[config.mk]
export PLATFORM = sky130hd
export DESIGN_NAME = fetch_stage
export DESIGN_NICKNAME = d
export VERILOG_FILES = /design/src/rtl/fetch_stage_pkg.sv /design/src/rtl/fetch_stage.sv
export SDC_FILE = /design/constraint.sdc
export NUM_CORES = 1
export LEC_CHECK = 0
export CAP_MARGIN = 20
export CORE_AREA = 2 2 130 132
export DETAILED_ROUTE_END_ITERATION = 8
export DIE_AREA = 0 0 132 134
export PLACE_DENSITY = 0.88
export SYNTH_ARGS = -nofsm -noshare
export SYNTH_HDL_FRONTEND = slang
export SYNTH_SLANG_ARGS = --single-unit
[constraint.sdc]
create_clock -name clk -period 2.6 [get_ports clk]
set_clock_uncertainty 0.1 [all_clocks]
set_input_delay 0.39 -clock clk [delete_from_list [all_inputs] [get_ports clk]]
set_output_delay 0.39 -clock clk [all_outputs]
set_load 0.005 [all_outputs]
[src/rtl/fetch_stage_pkg.sv]
// Purpose: shared pipeline definitions for the IF stage. Holds the bubble
// encoding, the reset PC default, the fetch FSM state type and the
// {instr, pcplus4} payload handed to the IF/ID register.
package fetch_stage_pkg;

  localparam int unsigned XLEN = 32;

  localparam logic [XLEN-1:0] RESET_PC  = 32'h0000_0000;
  localparam logic [XLEN-1:0] NOP_INSTR = 32'h0000_0000;

  typedef enum logic [1:0] {
    IDLE = 2'd0,
    WAIT = 2'd1,
    DROP = 2'd2
  } fetch_state_t;

  // Instruction plus its fall-through address, as seen by IF/ID
  typedef struct packed {
    logic [XLEN-1:0] instr;
    logic [XLEN-1:0] pcplus4;
  } fetch_pair_t;

endpackage

[src/rtl/fetch_stage.sv]
// Purpose: IF stage. Owns the PC, issues one outstanding fetch at a time over
// a req/gnt/rvalid instruction port, applies decode-stage redirects, drops
// wrong-path responses and inserts NOP bubbles when nothing is available.
// Ports:
//   clk, reset              clock; synchronous active-high reset
//   stall_f                 hazard unit: hold fetch outputs
//   pcsrc_d, pc_branch_d    decode redirect and its target
//   imem_req, imem_addr     fetch request and word-aligned address
//   imem_gnt                request accepted this cycle
//   imem_rvalid, imem_rdata fetch response
//   instr_f, pcplus4_f      registered pair presented to IF/ID
//   fetch_busy              a fetch is outstanding (state != IDLE)
module fetch_stage #(
  parameter logic [fetch_stage_pkg::XLEN-1:0] RESET_PC  = fetch_stage_pkg::RESET_PC,
  parameter logic [fetch_stage_pkg::XLEN-1:0] NOP_INSTR = fetch_stage_pkg::NOP_INSTR
) (
  input  logic                             clk,
  input  logic                             reset,
  input  logic                             stall_f,
  input  logic                             pcsrc_d,
  input  logic [fetch_stage_pkg::XLEN-1:0] pc_branch_d,
  output logic                             imem_req,
  output logic [fetch_stage_pkg::XLEN-1:0] imem_addr,
  input  logic                             imem_gnt,
  input  logic                             imem_rvalid,
  input  logic [fetch_stage_pkg::XLEN-1:0] imem_rdata,
  output logic [fetch_stage_pkg::XLEN-1:0] instr_f,
  output logic [fetch_stage_pkg::XLEN-1:0] pcplus4_f,
  output logic                             fetch_busy
);
  import fetch_stage_pkg::*;

  fetch_state_t    state_q, state_d;
  logic [XLEN-1:0] pc_q, pc_d;
  logic [XLEN-1:0] pc_req_q, pc_req_d;
  fetch_pair_t     out_q, out_d;
  fetch_pair_t     buf_q, buf_d;
  logic            buf_valid_q, buf_valid_d;
  fetch_pair_t     delivered;
  fetch_pair_t     bubble;
  logic            rsp_valid;

  // Next-state, next-PC, request and output-register selection
  always_comb begin
    state_d     = state_q;
    pc_d        = pc_q;
    pc_req_d    = pc_req_q;
    out_d       = out_q;
    buf_d       = buf_q;
    buf_valid_d = buf_valid_q;
    imem_req    = 1'b0;

    delivered.instr   = imem_rdata;
    delivered.pcplus4 = pc_req_q + XLEN'(4);
    bubble.instr      = NOP_INSTR;
    bubble.pcplus4    = '0;
    rsp_valid         = (state_q == WAIT) && imem_rvalid;

    unique case (state_q)
      IDLE: begin
        // A pending redirect suppresses the request so no wrong-path fetch leaves
        imem_req = !buf_valid_q && !pcsrc_d;
        if (imem_req && imem_gnt) begin
          pc_req_d = pc_q;
          pc_d     = pc_q + XLEN'(4);
          state_d  = WAIT;
        end
      end
      WAIT: begin
        if (imem_rvalid)  state_d = IDLE;
        else if (pcsrc_d) state_d = DROP;
      end
      DROP: begin
        if (imem_rvalid) state_d = IDLE;
      end
      default: state_d = IDLE;
    endcase

    // Redirect always lands on a word boundary
    if (pcsrc_d) pc_d = pc_branch_d & ~XLEN'(3);

    // Output register, highest priority first
    if (pcsrc_d) begin
      out_d       = bubble;
      buf_valid_d = 1'b0;
    end else if (stall_f) begin
      // Hold outputs; park an arriving response so it is not lost
      if (rsp_valid) begin
        buf_d       = delivered;
        buf_valid_d = 1'b1;
      end
    end else if (buf_valid_q) begin
      out_d       = buf_q;
      buf_valid_d = 1'b0;
    end else if (rsp_valid) begin
      out_d = delivered;
    end else begin
      out_d = bubble;
    end
  end

  // State and datapath registers
  always_ff @(posedge clk) begin
    if (reset) begin
      state_q       <= IDLE;
      pc_q          <= RESET_PC;
      pc_req_q      <= '0;
      out_q.instr   <= NOP_INSTR;
      out_q.pcplus4 <= '0;
      buf_q         <= '0;
      buf_valid_q   <= 1'b0;
    end else begin
      state_q     <= state_d;
      pc_q        <= pc_d;
      pc_req_q    <= pc_req_d;
      out_q       <= out_d;
      buf_q       <= buf_d;
      buf_valid_q <= buf_valid_d;
    end
  end

  assign imem_addr  = pc_q;
  assign instr_f    = out_q.instr;
  assign pcplus4_f  = out_q.pcplus4;
  assign fetch_busy = (state_q != IDLE);

endmodule

==> results.md <==
Synthesis:
- The synthesized design contains 0 enable-type register cells.
- The synthesized-area fraction occupied by ao, oa, aoi and oai cells is 0.2329.
- After synthesis, the netlist uses 56 different library cells.
- The commonest cells after synthesis are sky130_fd_sc_hd__dfxtp_1 (187), sky130_fd_sc_hd__nand2_1 (178), sky130_fd_sc_hd__a21oi_1 (118).
- For this run, the leading register cell type out of synthesis is sky130_fd_sc_hd__dfxtp_1.
- By area the synthesized netlist is led by sky130_fd_sc_hd__dfxtp_1 (45%), sky130_fd_sc_hd__nand2_1 (8.1%), sky130_fd_sc_hd__a21oi_1 (7.1%).
- The synthesis-stage register bit count is 187.
- Of the synthesized area, sequential elements account for 0.4522.
- The cell with the most instances after synthesis is sky130_fd_sc_hd__dfxtp_1.
- The warning count from the yosys run is 0.
- Of the total synthesized cell area, the portion taken by full adders, half adders and majority gates is 0.003023.
- The share of Yosys cell area claimed by the top area cell type is 0.4522.
- The xor and xnor fraction of the mapped netlist area is 0.04444.
- The cell area that synthesis handed to floorplanning was 8278 um^2.
- Synthesis produced a netlist whose cell count is 1029.
- The dominant cell type by area after synthesis is sky130_fd_sc_hd__dfxtp_1.
- The simple-gate area share of the yosys netlist is 0.2142.
- Averaged over all synthesized cells, the footprint is 8.045 um^2.
- The portion of synthesized area spent on multiplexers is 0.006499.
- The share of flip-flops with an asynchronous set or reset is 0.
- The combinational family with the most area after synthesis is compound AO/OA/AOI/OAI gates.

Outcome:
- The run finished with clean final reports.

Setup path:
- The worst-path maximum fanout is 34.
- STA puts the critical path data arrival time at 1.97 ns.
- The largest single stage delay on the critical path is 0.60 ns.
- At the worst endpoint, the required time is 2.11 ns.
- STA classifies the critical path endpoint as a primary output.
- STA classifies the critical path startpoint as a flop.
- The critical path goes through buf_4 -> nor4_1 -> clkdlybuf4s50_1.
- The worst setup path is of the reg2out kind.
- The slowest stage of the critical path is the sky130_fd_sc_hd__clkdlybuf4s50_1 cell.

CTS:
- The CTS sink count is 187.
- The clock reaches the later pin of the worst-skew pair after 0.43 ns.
- After clock tree synthesis, the clock-pin slew on the worst setup and hold paths is 0.07 ns.
- The depth of the CTS H-tree is 4.
- The total setup buffers inserted after CTS is 0.
- In this run the clock root is driven by a sky130_fd_sc_hd__clkbuf_16.
- The TritonCTS clock tree is yes.
- The quantity of gates resized following cts is 0.
- The worst-case clock buffer depth is 2.
- TritonCTS created 17 clock buffers.
- The cts-stage hold buffer count is 0.

Finish:
- The number of diodes added for antenna fixing is 0.
- Compared with the post-synthesis result, the final layout area differs by 29.97%.
- The post-route core utilization is 0.6605.
- The register cell area after layout is 3745 um^2.
- The final net count is 1239.
- Of the cells placed in the final design, the portion with a size suffix greater than 1 is 0.08136.
- Summing all multi-input logic gate instances after layout gives 4185 um^2.
- Counting the fill cells in the layout gives 1299.

Routing:
- Wires add up to 23100 um.
- The starting DRC count in detailed routing is 687.
- The number of detailed-route iterations in the first pass is 5.
- The number of nets with antenna violations after detailed routing is 0.
- The vias per cell is 5.826.
- The post-route DRC violation count is 0.
- The routed layout has 8156 vias.
- In the final routed layout, each cell accounts on average for 16.50 um.

Power:
- In this run the power density over the cells is 571.0 nW/um^2.
- Across the VDD grid, the largest voltage drop is 0.4883 mV.
- The analysis attributes to cell leakage a power of 3.718 nW.

STA:
- The hold violation total from the final report is 0.
- The smallest clock period supported by the final layout is computed as 2.462 ns.
- The maximum frequency from static timing analysis is 406.1 MHz.
- Setup repair after global routing left no endpoint under its margin.
- The count of endpoints failing setup in the final report is 0.
- The slew at the pin closest to its max-slew limit is 0.7076 ns.
- The post-route fraction of the period consumed by the critical path is 0.9471.
- Adding up every negative setup slack in the final design gives 0 ns.
- The worst pin sits at a relative slew slack of 0.5278.
- The final max-slew violation count is 0.

Global routing:
- The largest net degree at the start of global routing is 96.
- The via count of the first global-routing pass is 7743.
- Global routing finished with a remaining overflow of 0.
- The initial antenna violation count was 0.
- The first global-routing pass estimated 37980 um of wire.
- The global-route usage over all layers is 0.2596.

Die:
- The number of standard-cell rows in the floorplan is 47.
- The initial utilization of the core area, before any placement, comes to 0.5082.
- The number of top-level pins is 168.
- The die is 132 um wide.
- The core area is 16290 um^2.
- The die outline area is 17690 um^2.
- The height of the chip is 134 um.

Placement:
- The weighted congestion reported at the end of routability-driven placement is 0.8858.
- The estimated wirelength of the detail-placed design is 15500 um.
- The number of buffers added on ports is 161.

Worst hold path:
- The path type of the worst min-delay path is in2reg.

Job:
- The number of maximum-capacitance constraint violations is 0.
[worst max-delay path: cells and delay by family, from the launching register on]
family	cells	cell delay, ns
simple gates	1	0.35
flops	1	0.33
buf+inv	2	0.85
[per-layer routing]
metal	global-route usage	wire length, um	vias up
met5	0	0	-
met4	0.1033	609	0
met3	0.05178	1570	47
met2	0.4141	10560	355
met1	0.3471	10360	3825
li1	-	-	3929
[sequential cells by signal (all words and copies together), names as in the netlist]
name,flops
pcplus4_f,30
buf_q,62
imem_addr,30
state_q,2
instr_f,32
pc_req_q,30
buf_valid_q,1
[path summary, 6_finish.rpt]
check / cells after the start / end / from / slack (ns)
min: 3 / buf_valid_q / stall_f / 0.22
max reg2reg: 7 / pcplus4_f[30] / pc_req_q[3] / 0.22
max: 3 / imem_req / buf_valid_q / 0.14
min reg2reg: 2 / buf_q[63] / buf_q[63] / 0.36
[layout make-up]
cell class | count | area share
Clock inverter | 12 | 0.01058
Inverter | 7 | 0.002442
Sequential cell | 187 | 0.3481
Multi-Input combinational cell | 748 | 0.3890
Timing Repair Buffer | 206 | 0.1828
Tap cell | 220 | 0.02558
Clock buffer | 20 | 0.04152
[power breakdown]
group	switching [W]	total [W]	leakage (nW)	internal [W]
sequential	0.0000867	0.00303	1.52	0.00294
clock	0.00113	0.00249	0.269	0.00136
combinational	0.000305	0.000628	1.93	0.000323
total	0.00152	0.00614	3.72	0.00462
[cells in the final DEF (no fill, tap or decap), types with 6 or more instances in the layout]
| cell type | count |
|---|---|
| sky130_fd_sc_hd__a211oi_1 | 30 |
| sky130_fd_sc_hd__a21boi_0 | 7 |
| sky130_fd_sc_hd__a21oi_1 | 118 |
| sky130_fd_sc_hd__a221o_1 | 33 |
| sky130_fd_sc_hd__and3_1 | 7 |
| sky130_fd_sc_hd__and4_1 | 7 |
| sky130_fd_sc_hd__buf_4 | 44 |
| sky130_fd_sc_hd__clkbuf_16 | 17 |
| sky130_fd_sc_hd__clkdlybuf4s50_1 | 159 |
| sky130_fd_sc_hd__dfxtp_1 | 186 |
| sky130_fd_sc_hd__inv_1 | 6 |
| sky130_fd_sc_hd__nand2_1 | 178 |
| sky130_fd_sc_hd__nand3_1 | 27 |
| sky130_fd_sc_hd__nand4_1 | 24 |
| sky130_fd_sc_hd__nor2_1 | 95 |
| sky130_fd_sc_hd__nor3_1 | 12 |
| sky130_fd_sc_hd__nor4_1 | 13 |
| sky130_fd_sc_hd__o211a_1 | 8 |
| sky130_fd_sc_hd__o21ai_0 | 69 |
| sky130_fd_sc_hd__o22ai_1 | 12 |
| sky130_fd_sc_hd__xnor2_1 | 19 |
| sky130_fd_sc_hd__xor2_1 | 23 |
[metrics by stage]
stage | total power, W | std cells | setup WS (ns) | hold slack [ns] | area, um^2
floorplan | 0.003368 | 1032 | 0.2325 | 0.3363 | 8289
global placement | 0.003695 | 1368 | 0.03320 | 0.3413 | 10200
detailed placement | 0.003709 | 1368 | -0.008372 | 0.3497 | 10200
CTS | 0.006157 | 1400 | 0.1470 | 0.2044 | 10760
global route | 0.006337 | 1400 | 0.08785 | 0.2203 | 10760
finish | 0.006144 | 1400 | 0.1376 | 0.2154 | 10760
[cell families (layout without fill, tap and decap cells)]
| group | after synthesis | after routing |
|---|---|---|
| and+or+nand+nor | 389 | 389 |
| AOI/OAI and AO/OA | 306 | 306 |
| DFF | 187 | 187 |
| buffers and inverters | 97 | 245 |
| xor gates and xnor gates | 42 | 42 |
| muxes | 5 | 5 |
| adders and majority gates | 2 | 2 |
| other | 1 | 4 |
(Power assumes the default switching activity.)
